File: src/rtl/uart_tx_sequencer.sv
// 8N1 UART transmit sequencer driving an external flexible counter as the bit-period timebase.
// Owns the counter's clear/enable/maxCount and advances one bit per counter strobe.
module uart_tx_sequencer #(
  parameter int unsigned DATA_BITS       = 8,
  parameter int unsigned COUNTWIDTH      = 16,
  parameter int unsigned DEFAULT_DIVISOR = 868
) (
  input  logic                  clk,
  input  logic                  RST,
  input  logic                  div_load,
  input  logic [COUNTWIDTH-1:0] div_value,
  input  logic [DATA_BITS-1:0]  tx_data,
  input  logic                  tx_valid,
  output logic                  tx_ready,
  output logic                  tx_out,
  output logic                  busy,
  output logic                  frame_done,
  output logic                  cnt_clear,
  output logic                  cnt_enable,
  output logic [COUNTWIDTH-1:0] cnt_max,
  input  logic                  cnt_strobe
);

  localparam int unsigned IdxW = (DATA_BITS > 1) ? $clog2(DATA_BITS) : 1;
  localparam logic [IdxW-1:0]       LastIdx = IdxW'(DATA_BITS - 1);
  localparam logic [COUNTWIDTH-1:0] MinDiv  = COUNTWIDTH'(2);
  localparam logic [COUNTWIDTH-1:0] DefDiv  = COUNTWIDTH'(DEFAULT_DIVISOR);

  typedef enum logic [1:0] {StIdle, StStart, StData, StStop} state_e;

  state_e                state_q, state_d;
  logic [DATA_BITS-1:0]  shift_q, shift_d;
  logic [IdxW-1:0]       bit_idx_q, bit_idx_d;
  logic [COUNTWIDTH-1:0] div_q, div_d;
  logic                  tx_out_q, tx_out_d;
  logic                  frame_done_q, frame_done_d;

  always_comb begin
    state_d      = state_q;
    shift_d      = shift_q;
    bit_idx_d    = bit_idx_q;
    div_d        = div_q;
    tx_out_d     = tx_out_q;
    frame_done_d = 1'b0;
    unique case (state_q)
      StIdle: begin
        tx_out_d = 1'b1;
        // Divisor is only writable between frames, so cnt_max is stable for a whole frame.
        if (div_load) begin
          div_d = (div_value < MinDiv) ? MinDiv : div_value;
        end
        if (tx_valid) begin
          shift_d  = tx_data;
          state_d  = StStart;
          tx_out_d = 1'b0;
        end
      end
      StStart: begin
        if (cnt_strobe) begin
          state_d   = StData;
          tx_out_d  = shift_q[0];
          bit_idx_d = '0;
        end
      end
      StData: begin
        if (cnt_strobe) begin
          if (bit_idx_q == LastIdx) begin
            state_d  = StStop;
            tx_out_d = 1'b1;
          end else begin
            shift_d   = shift_q >> 1;
            bit_idx_d = bit_idx_q + 1'b1;
            tx_out_d  = shift_d[0];
          end
        end
      end
      StStop: begin
        if (cnt_strobe) begin
          state_d      = StIdle;
          tx_out_d     = 1'b1;
          frame_done_d = 1'b1;
        end
      end
      default: state_d = StIdle;
    endcase
  end

  always_ff @(posedge clk) begin
    if (RST) begin
      state_q      <= StIdle;
      shift_q      <= '0;
      bit_idx_q    <= '0;
      div_q        <= DefDiv;
      tx_out_q     <= 1'b1;
      frame_done_q <= 1'b0;
    end else begin
      state_q      <= state_d;
      shift_q      <= shift_d;
      bit_idx_q    <= bit_idx_d;
      div_q        <= div_d;
      tx_out_q     <= tx_out_d;
      frame_done_q <= frame_done_d;
    end
  end

  assign tx_ready   = (state_q == StIdle);
  assign busy       = ~tx_ready;
  assign cnt_clear  = (state_q == StIdle);
  assign cnt_enable = ~cnt_clear;
  assign cnt_max    = div_q;
  assign tx_out     = tx_out_q;
  assign frame_done = frame_done_q;

endmodule

File: config.mk
export PLATFORM = sky130hd
export DESIGN_NAME = uart_tx_sequencer
export DESIGN_NICKNAME = d
export VERILOG_FILES = /design/src/rtl/uart_tx_sequencer.sv
export SDC_FILE = /design/constraint.sdc
export NUM_CORES = 1
export LEC_CHECK = 0
export BUFFER_PORTS_ARGS = -buffer_cell sky130_fd_sc_hd__buf_2
export CORE_MARGIN = 4
export CORE_UTILIZATION = 40
export DETAILED_ROUTE_END_ITERATION = 6
export PLACE_DENSITY = 0.78
export SKIP_LAST_GASP = 1
export SYNTH_ARGS = -nofsm -noshare
export SYNTH_HDL_FRONTEND = slang
export SYNTH_SLANG_ARGS = --single-unit
File: constraint.sdc
create_clock -name clk -period 2.5 [get_ports clk]
set_clock_uncertainty 0.2 [all_clocks]
set_input_delay 0.375 -clock clk [delete_from_list [all_inputs] [get_ports clk]]
set_output_delay 0.375 -clock clk [all_outputs]
set_load 0.02 [all_outputs]
==> metrics.csv, run 1 <==
metric,value,unit
status,"finished, final reports clean",
slowest cell on the critical path,ha_1,
final routed wire length divided by cell count,12.09,µm
Flop pwr share,39.8,%
GR Util All Layers,14.50,%
routed wire length,3082,µm
H-tree Lvls,2,
cell taking the most area after synthesis,dfxtp_1,
largest family of logic cells by synthesized area,simple AND/OR/NAND/NOR gates,
first-iteration detailed-routing DRC count,45,
Die Area,4582,µm²
"commonest non-fill, non-tap cell in the layout",buf_2,
max_cap viols,0,
GR Util met2,21.99,%
GR Util met1,18.57,%
Post-CTS Hold Fix Bufs,0,
Setup Crit Path Kind,reg -> reg,
Comb power frac,44.0,%
crit-path max cell delay,0.49,ns
Critical Path Stages,6,
syn nets,197,
Max Root-Sink Buffers,2,
Net Sw Frac,40.70,%
Area contributors post-synth,"dfxtp_1, nand2_1, mux2i_1",
mux cell area share after synthesis,6.321,%
Cell Rows,21,
largest net degree at the start of global routing,32,
Critical path origin,state_q[0]$_SDFFE_PP0P_,
Diodes inserted,0,
root buffer cell,clkbuf_4,
TritonCTS clock tree,yes,
Synth Area in XOR/XNOR,0,%
routability cong.,0.7405,
NetSw,684.2,µW
global routing's busiest layer,met2,
vias in the first global route,1112,
Crit. End Element,flop,
cell family with most CP delay,compound AO/OA/AOI/OAI gates,
clock-pin slew on the worst setup and hold paths,0.09,ns
Multi-input gate area,725.7,µm²
vias per cell,4.867,
RSZ-0062 raised after global routing,false,
CTS Buf Count,5,
FF-to-FF End,shift_q[6]$_SDFFE_PP0P_,
clock share of power,16.3,%
f_max,466.9,MHz
Yosys top cell area share,43.55,%
DRC violations left,0,
Internal,997.0,µW
Max IR drop VDD,0.0004214,V
chip width,67.69,µm
flop2flop setup slack,0.36,ns
initial antenna violation count,0,
Reg2Reg Depth,6,
CTS sink count,31,
Final period util,85.68,%
"area fraction in and, or, nand and nor cells after synthesis",21.33,%
complex-gate fraction of the synthesized area,17.12,%
Nets,244,
Synth cell types,33,
Fin. Hold Viols,0,
# Post-CTS Setup Buffers,0,
Skew-Pair Late Insertion Delay,0.33,ns
DRT antenna net count,0,
hold slack,0.07184,ns
"Seq/Total Area, Yosys",43.55,%
vias,1241,
Synth Area in Adders,6.146,%
fin crit period,2.142,ns
Worst Setup EP,shift_q[6]$_SDFFE_PP0P_,
Post-CTS Resized,0,
worst slew pin tran,0.5555,ns
reg2reg start,state_q[0]$_SDFFE_PP0P_,
Critical Path Fanout Max,16,
Synth Cell Area,1425,µm²
Setup TNS Final,0,ns
gr ovfl total,0,
pwr dens,973.7,nW/µm²
CP Data Arrival Time,2.18,ns
share of layout cells above drive strength 1,29.67,%
Synth Flop Type,dfxtp_1,
drt pass-1 iters,4,
# IOs,51,
"commonest non-fill, non-tap cells in the layout","buf_2, nand2_1, dfxtp_1, nor2_1, a21oi_1",
Setup crit start kind,flop,
Slew Limit Fails,0,
CP cell instances,inv_1 -> ha_1 -> mux2i_1 -> a21oi_4 -> nor2_1 -> a211oi_1,
yosys warns,0,
die height,67.69,µm
Filler Cell Count,346,
fraction of synthesis flops using an asynchronous set or reset pin,0,%
"flops & latches, synth",31,
Leak,0.7659,nW
Initial Util,42.05,%
FF+latch area,620.6,µm²
syn avg cell area,8.852,µm²
synthesized instance count,161,
PortBufs,50,
max_slew headroom,62.97,%
"EDFF count, synth",0,
CP required,2.54,ns
first-pass GRT wire length,4968,µm
Core Area,3390,µm²
Min-Delay Path Class,in -> reg,
Setup Viol. Count Final,0,
Buf/Inv on CP,1,
Layout area overhead,21.16,%
GR Util met3,3.993,%
DP Wirelength,2309,µm
worst reg2reg max path, cell delays in order, from the launching register on:
cell and delay (ns):
dfxtp_1 0.34, inv_1 0.12, ha_1 0.49, mux2i_1 0.20, a21oi_4 0.39, nor2_1 0.08, a211oi_1 0.23
power groups by stage:
stage / logic, mW / registers, mW / clock network (mW)
floorplan: 0.532 / 0.740 / 0
global placement: 0.735 / 0.676 / 0
detailed placement: 0.746 / 0.682 / 0
CTS: 0.748 / 0.670 / 0.286
global route: 0.826 / 0.686 / 0.308
finish: 0.739 / 0.669 / 0.274
worst min-delay path by stage:
stage	slack [ns]	start	endpoint	cells past startpoint
finish	0.07	div_value[5]	cnt_max[5]$_SDFFE_PP1P_	3
global route	0.06	div_value[2]	cnt_max[2]$_SDFFE_PP1P_	3
CTS	0.06	div_value[5]	cnt_max[5]$_SDFFE_PP1P_	3
detailed placement	0.25	cnt_max[4]$_SDFFE_PP0P_	cnt_max[4]$_SDFFE_PP0P_	2
global placement	0.24	cnt_max[4]$_SDFFE_PP0P_	cnt_max[4]$_SDFFE_PP0P_	2
floorplan	0.25	shift_q[7]$_SDFFE_PP0P_	shift_q[7]$_SDFFE_PP0P_	2
kinds of logic after synthesis:
family	after synthesis
simple gates	65
compound gates	34
flops	31
buf+inv	15
mux	9
fa+ha+maj	7
cell type report:
class	instances	share of cell area [%]
clock buffer	7	2.609
clock inverter	1	0.2899
inverter	4	0.8696
multi-input combinational	115	42.03
sequential	31	35.94
tap	46	3.333
timing repair buffer	51	14.93
synth_stat cells, types with 2 or more instances:
cell	instances
nand2_1	32
a22o_1	2
buf_2	3
a21oi_1	12
o21ai_0	3
buf_4	3
ha_1	7
dfxtp_1	31
inv_1	4
a211oi_2	2
a211oi_1	7
clkbuf_1	3
nor2_1	15
a22oi_1	3
mux2i_1	9
nand3_1	2
nand3b_1	5
nor4_1	3
per-stage QoR:
step / instance area (µm²) / setup WS, ns / utilization [%] / std cells / total power [mW]
2_1_floorplan: 1425 / 0.7061 / - / 161 / 1.272
3_3_place_gp: 1677 / 0.4572 / 49.46 / 247 / 1.411
3_5_place_dp: 1677 / 0.3922 / 49.46 / 247 / 1.428
4_1_cts: 1727 / 0.3567 / 50.94 / 255 / 1.704
5_1_grt: 1727 / 0.1698 / 50.94 / 255 / 1.821
6_report: 1727 / 0.3580 / 50.94 / 255 / 1.681
registers in the layout (all words and copies together) (netlist names):
| name | count |
|---|---|
| bit_idx_q | 3 |
| cnt_max | 16 |
| state_q | 2 |
| shift_q | 8 |
| tx_out | 1 |
| frame_done | 1 |
metal layers:
| layer | wire (µm) | share of wire [%] |
|---|---|---|
| met4 | 42 | 1.4 |
| met5 | 0 | 0 |
| met1 | 1352 | 44 |
| met3 | 162 | 5.3 |
| met2 | 1524 | 49 |
No activity file was read; power rests on OpenSTA's default activity.
==> run 2: changes to the inputs <==
--- a/config.mk
+++ b/config.mk
@@ -10,6 +10,7 @@
 export CORE_UTILIZATION = 40
 export DETAILED_ROUTE_END_ITERATION = 6
 export PLACE_DENSITY = 0.78
+export REMOVE_ABC_BUFFERS = 1
 export SKIP_LAST_GASP = 1
 export SYNTH_ARGS = -nofsm -noshare
 export SYNTH_HDL_FRONTEND = slang
==> run 2 against run 1 <==
Effect of this change:
- sequential share of layout area is 0.74 points lower
- flip-flop and latch count unchanged
- worst setup slack better by 0.057 ns
- register-to-register slack better by 0.06 ns
- total power increased by 8.2%
- critical path depth unchanged
- critical endpoint is now shift_q[0]$_SDFFE_PP0P_
- largest power group unchanged
==> metrics.csv, run 2 (synthesis gave the netlist of run 1 again) <==
metric,value,unit
Die Area,4582,µm²
Internal,1.125,mW
Min-Delay Path Class,in -> reg,
routed wire length,3112,µm
Setup Viol. Count Final,0,
NetSw,695.0,µW
DP Wirelength,2335,µm
Max Root-Sink Buffers,2,
routability cong.,0.7643,
vias,1227,
max reg flops,16,
Crit. End Element,flop,
Leak,0.7848,nW
DRC violations left,0,
Slew Limit Fails,0,
GR Util All Layers,13.75,%
Initial Util,42.05,%
Filler Cell Count,351,
flop2flop setup slack,0.41,ns
share of layout cells above drive strength 1,30.62,%
clock-pin slew on the worst setup and hold paths,0.11,ns
chip width,67.69,µm
Nets,244,
Setup Crit Path Kind,reg -> reg,
TritonCTS clock tree,yes,
"commonest non-fill, non-tap cells in the layout","buf_2, nand2_1, dfxtp_1, nor2_1, a21oi_1",
reg2reg start,state_q[0]$_SDFFE_PP0P_,
vias in the first global route,1066,
Setup TNS Final,0,ns
root buffer cell,clkbuf_4,
CP Data Arrival Time,2.11,ns
f_max,479.6,MHz
Net Sw Frac,38.19,%
fin util,52.01,%
first-iteration detailed-routing DRC count,36,
DRT antenna net count,0,
Critical Path Fanout Max,16,
Hold Crit Start,div_value[2],
initial antenna violation count,0,
Setup crit start kind,flop,
final routed wire length divided by cell count,12.20,µm
FF-to-FF End,shift_q[0]$_SDFFE_PP0P_,
# IOs,51,
Cell Rows,21,
Final period util,83.40,%
WHS Endpoint,cnt_max[2]$_SDFFE_PP1P_,
CTS Buf Count,5,
gr ovfl total,0,
Fin. Hold Viols,0,
"commonest non-fill, non-tap cell in the layout",buf_2,
RSZ-0062 raised after global routing,false,
Critical path origin,state_q[0]$_SDFFE_PP0P_,
Flop pwr share,36.7,%
clock share of power,22.4,%
Post-CTS Hold Fix Bufs,0,
Comb power frac,40.9,%
CP required,2.53,ns
Core Area,3390,µm²
Layout area overhead,23.70,%
largest net degree at the start of global routing,32,
Skew-Pair Late Insertion Delay,0.32,ns
max_slew headroom,63.04,%
Diodes inserted,0,
CTS sink count,31,
vias per cell,4.812,
max_cap viols,0,
Post-CTS Resized,0,
# Post-CTS Setup Buffers,0,
hold depth,3,
status,"finished, final reports clean",
first-pass GRT wire length,4830,µm
worst slack at placement,0.4271,ns
H-tree Lvls,2,
Final Worst Setup Slack,0.4150,ns
Reg2Reg Depth,6,
PortBufs,50,
pwr dens,1032,nW/µm²
worst slew pin tran,0.5545,ns
fin crit period,2.085,ns
die height,67.69,µm
Max IR drop VDD,0.0003959,V
drt pass-1 iters,4,
==> run 2: changes by cell type in the layout (fill, tap and decap cells not counted), sizes merged <==
cell / before / now
clkbuf: 7 / 6
bufinv: 0 / 1
==> run 2: critical path, stage by stage, from the launching register on <==
cell and delay [ns]:
dfxtp_1 0.34, inv_1 0.13, ha_1 0.45, mux2i_1 0.19
a21oi_4 0.38, nor2_1 0.08, a211oi_1 0.23
==> run 2: final cells by class <==
cell class                      instances  area, µm²  area share, %
Tap cell                               46      57.56          3.265
Clock inverter                          2      35.03          1.987
Clock buffer                            6      51.30          2.910
Sequential cell                        31      620.6          35.20
Timing Repair Buffer                   51      257.7          14.62
Inverter                                4      15.01         0.8517
Multi-Input combinational cell        115      725.7          41.16
==> run 2: metal layers <==
metal / wire [µm] / track usage, % / vias up
met3: 96 / 2.496 / 2
li1: - / - / 650
met5: 0 / 0 / -
met4: 19 / 5.316 / 0
met1: 1398 / 18.22 / 557
met2: 1598 / 21.99 / 18
==> run 2: how the worst max path moves through the flow <==
stage | end | slack, ns | cells after the start
final | shift_q[0]$_SDFFE_PP0P_ | 0.41 | 6
after global routing | shift_q[6]$_SDFFE_PP0P_ | 0.27 | 6
after CTS | shift_q[0]$_SDFFE_PP0P_ | 0.41 | 6
after detailed placement | shift_q[0]$_SDFFE_PP0P_ | 0.43 | 6
after global placement | shift_q[7]$_SDFFE_PP0P_ | 0.55 | 6
after floorplan | shift_q[2]$_SDFFE_PP0P_ | 0.44 | 6
==> run 2: power by group through the flow <==
stage | clock network [mW] | registers (mW) | logic (mW)
after detailed placement | 0 | 0.681 | 0.751
after CTS | 0.419 | 0.669 | 0.753
final | 0.408 | 0.668 | 0.744
after global routing | 0.436 | 0.684 | 0.821
after floorplan | 0 | 0.740 | 0.466
after global placement | 0 | 0.676 | 0.736
==> run 2: stage by stage <==
step / std cells / hold WS [ns] / cell area [µm²] / total power, mW
after CTS: 255 / 0.05821 / 1763 / 1.840
after floorplan: 150 / 0.2396 / 1361 / 1.206
after detailed placement: 247 / 0.2446 / 1677 / 1.432
after global placement: 247 / 0.2390 / 1677 / 1.412
final: 255 / 0.06830 / 1763 / 1.820
after global routing: 255 / 0.07420 / 1763 / 1.941
==> run 3: changes to the inputs <==
--- a/config.mk
+++ b/config.mk
@@ -9,7 +9,7 @@
 export CORE_MARGIN = 4
 export CORE_UTILIZATION = 40
 export DETAILED_ROUTE_END_ITERATION = 6
-export PLACE_DENSITY = 0.78
+export PLACE_DENSITY = 0.8
 export REMOVE_ABC_BUFFERS = 1
 export SKIP_LAST_GASP = 1
 export SYNTH_ARGS = -nofsm -noshare
==> constraint.sdc (replaced) <==
create_clock -name clk -period 1.75 [get_ports clk]
set_clock_uncertainty 0.2 [all_clocks]
set_input_delay 0.2625 -clock clk [delete_from_list [all_inputs] [get_ports clk]]
set_output_delay 0.2625 -clock clk [all_outputs]
set_load 0.02 [all_outputs]
==> run 3 against run 2 <==
Effect of this change:
- wire length grew 46%
- clock-buffer cell count up 1
- worst setup slack worse by 0.38 ns
- sequential share of layout area is 6.3 points lower
- register-to-register slack got worse by 0.36 ns
- clock power shrank 1%
- combinational power is 110% higher
- utilization rose by 12 points
- total power rose by 63%
- global-route usage grew 5.2 points
- critical path depth unchanged
- sequential power increased by 46%
- largest power group unchanged
==> metrics.csv, run 3 (synthesis gave the netlist of run 1 again) <==
metric,value,unit
status,"finished, final reports clean",
pwr dens,1370,nW/µm²
vias,1502,
Buf/Inv on CP,2,
fin util,63.97,%
routed wire length,4545,µm
Setup Viol. Count Final,0,
Cell Rows,21,
root buffer cell,clkbuf_4,
vias per cell,5.252,
Skew-Pair Late Insertion Delay,0.34,ns
Nets,274,
max reg flops,16,
share of layout cells above drive strength 1,39.75,%
CP cell instances,dlygate4sd3_1 -> buf_2 -> nor4_4 -> nand4_1 -> nand3_2 -> a21oi_1,
Slew Limit Fails,0,
clock-pin slew on the worst setup and hold paths,0.10,ns
gr ovfl total,0,
DRC violations left,0,
H-tree Lvls,2,
first-iteration detailed-routing DRC count,94,
fin crit period,1.718,ns
GR Util All Layers,18.93,%
first-pass GRT wire length,6444,µm
drt pass-1 iters,4,
Critical Path Fanout Max,2,
Layout area overhead,52.15,%
worst slew pin tran,0.5868,ns
initial antenna violation count,0,
DRT antenna net count,0,
Setup crit start kind,input pin,
Final period util,98.16,%
Core Area,3390,µm²
Initial Util,42.05,%
slowest cell on the critical path,dlygate4sd3_1,
die height,67.69,µm
Max IR drop VDD,0.0009364,V
final routed wire length divided by cell count,15.89,µm
worst slack at placement,-0.1079,ns
Max Root-Sink Buffers,2,
CP required,1.76,ns
Die Area,4582,µm²
"commonest non-fill, non-tap cells in the layout","buf_2, nand2_1, dfxtp_1, dlygate4sd3_1, nor2_1",
# IOs,51,
reg2reg start,state_q[0]$_SDFFE_PP0P_,
CTS sink count,31,
routability cong.,0.7447,
Fin. Hold Viols,0,
"commonest non-fill, non-tap cell in the layout",buf_2,
Leak,0.9238,nW
Filler Cell Count,263,
vias in the first global route,1395,
CTS Buf Count,5,
max_slew headroom,60.88,%
DP Wirelength,2616,µm
max_cap viols,0,
hold slack,0.02322,ns
CP Data Arrival Time,1.73,ns
Critical path origin,div_value[14],
largest net degree at the start of global routing,32,
crit-path max cell delay,0.56,ns
PortBufs,50,
TritonCTS clock tree,yes,
RSZ-0062 raised after global routing,true,
chip width,67.69,µm
Setup Crit Path Kind,in -> reg,
cell family with most CP delay,buffers and inverters,
Hold Crit Start,cnt_strobe,
Min-Delay Path Class,in -> reg,
Crit. End Element,flop,
total power,2.970,mW
Final Worst Setup Slack,0.03224,ns
f_max,582.2,MHz
[run 3: changes by cell type in the layout (fill, tap and decap cells not counted), moves of 4 or more]
cell,change
buf_4,+10
dlygate4sd3_1,+16
ha_1,-4
ha_4,+4
[run 3: worst reg2reg max path, cell delays in order (launching register included)]
cell      delay [ns]
dfxtp_2         0.34
inv_2           0.11
ha_4            0.18
buf_4           0.12
or2b_1          0.24
o221ai_2        0.10
mux2i_1         0.22
nor2_1          0.06
[run 3: metal layers]
layer,part of all wire [%],track usage [%],up-vias
met4,5.1,11.90,0
li1,-,-,712
met3,6.7,5.158,23
met5,0,0,-
met1,37,21.19,700
met2,52,31.47,67
[run 3: report_power, final]
part | switching (mW) | internal (mW)
Sequential | 0.0999 | 0.874
Clock | 0.248 | 0.156
Combinational | 0.847 | 0.745
[run 3: timing repair]
item / in CTS / in global routing
hold buffers: 16 / 0
gates resized for setup: 7 / 27
setup buffers: 1 / 0
endpoints found under the setup margin: 15 / 19
endpoints found under the hold margin: 16 / 0
pin swaps: 0 / 3
gates cloned: 0 / 1
[run 3: through the flow]
step / TNS, ns / instance area [µm²] / instances
3_3_place_gp: -0.01730 / 1792 / 259
3_5_place_dp: -0.2396 / 1792 / 259
5_1_grt: -0.1240 / 2166 / 285
2_1_floorplan: -3.887 / 1361 / 150
4_1_cts: -0.07853 / 2028 / 284
6_report: 0 / 2168 / 286
[run 3: cell type report]
type | instances | area [µm²] | share of cell area, %
Clock buffer | 7 | 45.04 | 2.077
Tap cell | 46 | 57.56 | 2.654
Inverter | 4 | 20.02 | 0.9233
Timing Repair Buffer | 81 | 581.8 | 26.83
Sequential cell | 31 | 626.9 | 28.91
Antenna cell | 1 | 2.502 | 0.1154
Multi-Input combinational cell | 115 | 829.5 | 38.26
Clock inverter | 1 | 5.005 | 0.2308
[run 3: path summary, 6_finish.rpt]
kind / endpoint / slack, ns / cells after the start
max: cnt_max[0]$_SDFFE_PP0P_ / 0.03 / 6
min: frame_done$_SDFF_PP0_ / 0.02 / 3
max reg2reg: state_q[1]$_SDFFE_PP0P_ / 0.05 / 7
min reg2reg: cnt_max[11]$_SDFFE_PP0P_ / 0.26 / 2
